### config.mk
export PLATFORM = sky130hd
export DESIGN_NAME = pwm_multi_ch
export DESIGN_NICKNAME = d
export VERILOG_FILES = /design/src/rtl/pwm_multi_ch.sv
export SDC_FILE = /design/constraint.sdc
export NUM_CORES = 1
export LEC_CHECK = 0
export ABC_AREA = 0
export CAP_MARGIN = 0
export CORE_UTILIZATION = 55
export CTS_CLUSTER_SIZE = 10
export DETAILED_ROUTE_END_ITERATION = 8
export GPL_TIMING_DRIVEN = 0
export PLACE_DENSITY = 0.82
export SLEW_MARGIN = 10
export SYNTH_ARGS = -nofsm -noshare
export SYNTH_HDL_FRONTEND = slang
export SYNTH_SLANG_ARGS = --single-unit
### constraint.sdc
create_clock -name clk -period 6.59 [get_ports clk]
set_input_delay 1.977 -clock clk [delete_from_list [all_inputs] [get_ports clk]]
set_output_delay 1.977 -clock clk [all_outputs]
set_load 0.01 [all_outputs]
### src/rtl/pwm_multi_ch.sv
// pwm_multi_ch: multi-channel PWM with shared prescaler/counter and double-buffered duty; define PWM_CENTER_EN for centre-aligned (triangle) counting
module pwm_multi_ch #(
  parameter int WIDTH    = 8,
  parameter int CHANNELS = 4,
  parameter int PRESC_W  = 32
) (
  input  logic                      clk,
  input  logic                      rst_i,
  input  logic                      en_i,
  input  logic [PRESC_W-1:0]        presc_i,
  input  logic [CHANNELS*WIDTH-1:0] duty_i,
  input  logic                      load_i,
  output logic                      pending_o,
  output logic                      period_o,
  output logic [CHANNELS-1:0]       pwm_o
);
  localparam logic [WIDTH-1:0] CNT_MAX = '1;
  logic [PRESC_W-1:0] presc_q, presc_d;
  logic [WIDTH-1:0] cnt_q, cnt_d;
  logic [CHANNELS*WIDTH-1:0] active_q, active_d, shadow_q, shadow_d;
  logic pending_q, pending_d, period_q, period_d;
  logic [CHANNELS-1:0] pwm_q, pwm_d;
  logic tick, wrap;
  // >= lets a lowered divisor take effect on the next enabled clock
  assign tick = en_i && (presc_q >= presc_i);
`ifdef PWM_CENTER_EN
  logic dir_q, dir_d;
  always_comb begin
    dir_d = (tick && (dir_q ? cnt_q == '0 : cnt_q == CNT_MAX)) ? ~dir_q : dir_q;
    cnt_d = tick ? (dir_d ? cnt_q - WIDTH'(1) : cnt_q + WIDTH'(1)) : cnt_q;
    wrap  = tick && dir_q && cnt_q == WIDTH'(1);
  end
  always_ff @(posedge clk) dir_q <= rst_i ? 1'b0 : dir_d;
`else
  always_comb begin
    cnt_d = tick ? cnt_q + WIDTH'(1) : cnt_q;
    wrap  = tick && cnt_q == CNT_MAX;
  end
`endif
  always_comb begin
    presc_d   = tick ? '0 : (en_i ? presc_q + PRESC_W'(1) : presc_q);
    shadow_d  = load_i ? duty_i : shadow_q;
    active_d  = wrap ? (load_i ? duty_i : shadow_q) : active_q;
    pending_d = wrap ? 1'b0 : (load_i ? 1'b1 : pending_q);
    period_d  = wrap;
    pwm_d     = '0;
    for (int k = 0; k < CHANNELS; k++)
      pwm_d[k] = en_i && (cnt_q < active_q[k*WIDTH +: WIDTH]);
  end
  always_ff @(posedge clk) begin
    if (rst_i) begin
      presc_q   <= '0;
      cnt_q     <= '0;
      active_q  <= '0;
      shadow_q  <= '0;
      pending_q <= 1'b0;
      period_q  <= 1'b0;
      pwm_q     <= '0;
    end else begin
      presc_q   <= presc_d;
      cnt_q     <= cnt_d;
      active_q  <= active_d;
      shadow_q  <= shadow_d;
      pending_q <= pending_d;
      period_q  <= period_d;
      pwm_q     <= pwm_d;
    end
  end
  assign pending_o = pending_q;
  assign period_o  = period_q;
  assign pwm_o     = pwm_q;
endmodule

==> metrics.txt, run 1 <==
H-Tree Depth 3; CP Buf/Inv Count 3; arrival time worst endpoint 4820 ps; Post-Synth Adder-Cell Area 13.3%; first drt pass iteration count 4; drt drc 0; Synth Instances 639; Setup Total Neg Slack 0 ps; Slew HR 32.7%; Worst Hold Slack about 510 ps; Mean Syn Cell Area 9.16 sq um; first-pass GRT wire length 20,400 microns; clk sinks 110; Synth area leader dfxtp_1; root buffer cell clkbuf_8; die width around 110 microns; fmax 219 MHz; Fillers ~840; Worst-Skew Late Latency 370 ps; Final Hold Vio Count 0; Post-Synth XOR/XNOR Area 4.34%; CTS Hold Bufs 0; gr ovfl total 0; Crit path required time 6840 ps; antenna violations before repair 0; P&R area growth vs syn 18.3%; Initial Util 56.7%; vias per inst approximately 5.3; pins over their slew limit 0; Clock Tree Buf Depth 2; Clock Skews 16.3 ps; Num CTS Buffers 9; drt total wl 12,200 microns; unique cell type count in the Yosys netlist ~50; 1st-iter DRT viols 130; endpoints failing setup 0; unrepaired setup endpoints after global routing false; FFs w/ async S/R, synth 0%; largest net degree at the start of global routing 20; simple-gate share of the synthesized area about 17%; Yosys top cell area share 37.6%; power per cell area around 170 mW/mm^2; post-synthesis compound-gate area fraction approximately 9%; Ys Warns 0; GRT Util Overall 22.7%; PostCTS Resize Cnt 0; Worst setup EP type flop; Post-synth top flop dfxtp_1; peak supply drop 0.119 mV; crit-path cells clkdlybuf4s50_1 > ha_1 > nand2b_4 > a2111oi_2 > o311ai_1 > a2111oi_4 > o21ba_1 > buf_4 > buf_6 > mux2_1; largest family of logic cells by synthesized area simple AND/OR/NAND/NOR gates; Post-DRT Antenna Nets 0; DP Wirelength 9410 microns; Post-synth EDFFs 0; status finished clean; synth top area cells dfxtp_1 38%, ha_1 13%, nor2_1 6.8%, mux2i_1 5.6%, mux2_1 5.6%; die area 0.0111 sq mm; Crit path max-delay family compound AO/OA/AOI/OAI gates; share of cells above drive strength 1 under 10%; row count 37; critical path class primary input to flop; CP max FO 10; Final Cycle Share 69.3%; Worst Hold Class flop to flop; Synth Register Bits 110; CP max-delay cell a2111oi_4; die height 105 microns; I/O pin count 74; slowest stage delay, CP 490 ps; vias in the first global route 4,714; ANT cells 0; Tmin final 4560 ps; Startpoint Class primary input; Net Count, Synth 769; Post-CTS Setup Inserts 0; CTS clock-pin slew for the worst setup and hold paths 110 ps; core box area 0.0103 sq mm; # Max-Cap Violations 0; routed vias 4,608; synthesized area 0.00585 sq mm; Lkg Pwr 3.00 nW; final net count 852; gpl congestion between 0.8 and 0.9; worst slew pin tran 1000 ps; mux contribution to synthesized area 13.1%; TritonCTS clock tree yes; sequential area share after synthesis a little under two fifths; DR WL/cell 14.2 microns; Buffers on Ports 72
## final timing paths
kind | endpoint | cells after the start | from | slack [ps]
setup reg to reg | active_q[16] | 10 | presc_q[0] | 3520
setup / recovery | active_q[16] | 10 | presc_i[0] | 2030
hold / removal | shadow_q[11] | 2 | shadow_q[11] | 510
hold reg to reg | shadow_q[11] | 2 | shadow_q[11] | 510
## flip-flops by register name, indices dropped and copies added, names as in the netlist
register	cells
period_o	1
pending_o	1
presc_q	32
shadow_q	32
active_q	32
pwm_o	4
cnt_q	8
## cells by family after synthesis
logic type,Yosys count
AO/OA/AOI/OAI,72
adder cells (fa/ha/maj),62
multiplexers,72
AND/OR/NAND/NOR,207
flip-flops,110
XOR/XNOR,29
buffers and inverters,87
## worst register-to-register path, delay by kind of cell (launching register included)
family	cells	cell delay (ps)
AOI/OAI and AO/OA	4	1290
buffers and inverters	3	470
DFF	1	430
muxes	1	340
adders and majority gates	1	280
and+or+nand+nor	1	140
## layout make-up
cell class,instances,area (sq um),area share (%)
inverter,64,240,3.47
sequential,110,2200,31.8
clock inverter,6,51.3,0.741
multi-input combinational,442,3290,47.5
timing repair buffer,72,721,10.4
clock buffer,10,128,1.84
buffer,23,120,1.74
tap,136,170,2.46
## layer usage
metal,vias up,global-route usage (%),part of all wire (%)
met3,22,3.68,3.1
met2,89,42.2,51
met4,0,7.44,1.8
met5,-,0,0
met1,2147,26.3,44
li1,2350,-,-
## cells in the mapped netlist, types with 8 or more instances
| cell type | number |
|---|---|
| mux2i_1 | 33 |
| nand2_1 | 26 |
| nor2b_1 | 11 |
| o21ai_0 | 10 |
| clkbuf_1 | 15 |
| nor2_1 | 106 |
| mux2_1 | 29 |
| ha_1 | 62 |
| inv_1 | 64 |
| and3_1 | 9 |
| nand3_1 | 15 |
| xor2_1 | 21 |
| nand4_1 | 17 |
| a21o_1 | 9 |
| mux2_2 | 10 |
| xnor2_1 | 8 |
| dfxtp_1 | 110 |
| a21oi_1 | 12 |
## per-stage QoR
stage / worst slack [ps] / power, mW / cell area, sq um / instances / utilization (%)
final: 2030 / 1.17 / 6920 / 863 / 67.0
after detailed placement: 1660 / 0.809 / 6740 / 847 / 65.3
after global placement: 1710 / 0.803 / 6740 / 847 / 65.3
after floorplan: 2410 / 0.751 / 5850 / 639 / -
after global routing: 1880 / 1.22 / 6920 / 863 / 67.0
after CTS: 2020 / 1.18 / 6920 / 863 / 67.0
## placed cells by master, fill, tap and decap left out, types with 5 or more instances in the layout
master,instances
dfxtp_1,110
nor2_1,106
clkdlybuf4s50_1,72
inv_1,64
ha_1,62
mux2i_1,33
mux2_1,29
nand2_1,26
xor2_1,21
nand4_1,17
clkbuf_1,16
nand3_1,15
a21oi_1,12
nor2b_1,11
mux2_2,10
o21ai_0,10
a21o_1,9
and3_1,9
clkbuf_8,9
xnor2_1,8
and4_1,6
a211o_1,5
## where the power goes
part	leakage [nW]	internal (mW)	total [mW]	switching (mW)
Combinational	2.02	0.0614	0.111	0.0493
Clock	0.0883	0.144	0.380	0.236
Sequential	0.893	0.677	0.682	0.00489
Total	3.00	0.883	1.17	0.290
No activity file was read; power rests on OpenSTA's default activity.
==> run 2, diff against run 1 <==
- CORE_UTILIZATION: 55 -> 50
- PLACE_DENSITY: 0.82 -> 0.79
- clock period: 6.59 -> 3.7 ns (I/O delays scaled with it)
==> metrics.txt, run 2 (synthesis gave the netlist of run 1 again) <==
status finished clean; biggest regs active_q: 32 flops, presc_q: 32 flops, shadow_q: 32 flops; I/O pin count 74; final worst slack 109 ps; share of cells above drive strength 1 5.50%; most frequent cells in the layout 110 x dfxtp_1, 106 x nor2_1, 72 x clkdlybuf4s50_1; vias per inst about 5.3; 1st-iter DRT viols 205; Post-CTS Setup Inserts 0; fmax 278 MHz; TritonCTS clock tree yes; antenna violations before repair 0; Initial Util 51.2%; first drt pass iteration count 4; Reg2Reg Capture Point active_q[22]; Fillers 946; Worst setup EP type flop; clk sinks 110; DR WL/cell roughly 14 microns; arrival time worst endpoint 3820 ps; cell area after layout 0.00712 sq mm; Setup Total Neg Slack 0 ps; row count 39; core box area 0.0114 sq mm; Final Cycle Share 97.1%; Hold Startpoint shadow_q[28]; P&R area growth vs syn 21.7%; worst-case reg-to-reg path depth 10; Hold Path Sink shadow_q[28]; critical path class primary input to flop; Core Util, Final 62.4%; endpoints failing setup 0; largest net degree at the start of global routing 20; Crit path required time 3930 ps; CP max FO 10; Slew HR a little under two fifths; GRT Util Overall 21.7%; Cell Count, Final, Fillers Out 870; Startpoint Class primary input; Final Hold Vio Count 0; root buffer cell clkbuf_16; ANT cells 0; gr ovfl total 0; final net count roughly 850; power per cell area 341 mW/mm^2; area of the multi-input gates 0.00333 sq mm; Num CTS Buffers 9; metal3 WL 439 microns; Lkg Pwr 3.11 nW; H-Tree Depth 3; first-pass GRT wire length between 20,000 and 25,000 microns; routed vias 4,613; hold depth 2; pins over their slew limit 0; # Max-Cap Violations 0; vias in the first global route 4,627; gpl congestion 0.789; Post-DRT Antenna Nets 0; CTS clock-pin slew for the worst setup and hold paths 70 ps; peak supply drop roughly 0.23 mV; total power 2.43 mW; r2r setup slk 760 ps; die width 110 microns; Worst Hold Slack 503 ps; Tmin final between 3000 and 4000 ps; Buffers on Ports 72; top layer in use met4; Clock Skews 10.6 ps; Worst-Skew Late Latency 350 ps; most common cell after layout, fill and taps aside dfxtp_1; register area 0.00220 sq mm; Worst Hold Class flop to flop; Crit Reg-Reg Startpoint presc_q[0]; die area between 0.01 and 0.015 sq mm; DP Wirelength approximately 9500 microns; Metal-1 WL 5410 microns; dpl ws -413 ps; drt drc 0; worst slew pin tran 922 ps; die height roughly 110 microns; placed cells ~850; metal2 WL about 6300 microns; Clock Tree Buf Depth 2; dpl cell area 0.00675 sq mm; CTS Hold Bufs 0; drt total wl 12,300 microns
[run 2: cell types whose count changed in the layout (fill, tap and decap cells not counted), moves of 2 or more]
cell | previous run | this run
clkbuf_8 | 9 | 1
inv_6 | 4 | 1
clkbuf_16 | 0 | 9
buf_6 | 3 | 1
buf_8 | 0 | 3
inv_8 | 0 | 2
[run 2: repair_timing]
action / in CTS / in global routing
gates resized for setup: 1 / 7
pin swaps: 1 / 4
endpoints found under the setup margin: 28 / 28
[run 2: cell type report]
cell class                 count  area share, %
multi-input combinational    442           46.7
sequential                   110           30.9
timing repair buffer          72           10.1
inverter                      64           3.37
clock buffer                  10           3.36
tap                          143           2.51
buffer                        23           1.90
clock inverter                 6           1.09
[run 2: where the power goes]
part	leakage, nW	switching [mW]	internal (mW)
combinational	2.06	0.0911	0.112
clock	0.153	0.453	0.557
sequential	0.893	0.00939	1.21
total	3.11	0.554	1.87
[run 2: worst max path at each step]
stage               startpoint            to  slack [ps]  cells after the start
floorplan           presc_i[0]  active_q[10]         390                      9
global placement    presc_i[0]  active_q[20]        -330                     10
detailed placement  presc_i[0]  active_q[13]        -410                     10
CTS                 presc_i[0]  active_q[22]          10                     10
global route        presc_i[5]  active_q[22]         -10                     11
finish              presc_i[0]  active_q[22]         110                     10
[run 2: layer usage]
metal / GRT usage, % / vias to the layer above
met5: 0 / -
met4: 7.24 / 0
met2: 41.2 / 85
met3: 2.59 / 15
li1: - / 2354
met1: 25.0 / 2159
[run 2: critical path, stage by stage]
cell and delay (ps):
clkdlybuf4s50_1 400, ha_1 300, nand2b_4 150, a2111oi_4 400, o311ai_4 140, a2111oi_4 480, o21ba_1 190, buf_6 160
buf_8 150, mux2_1 320
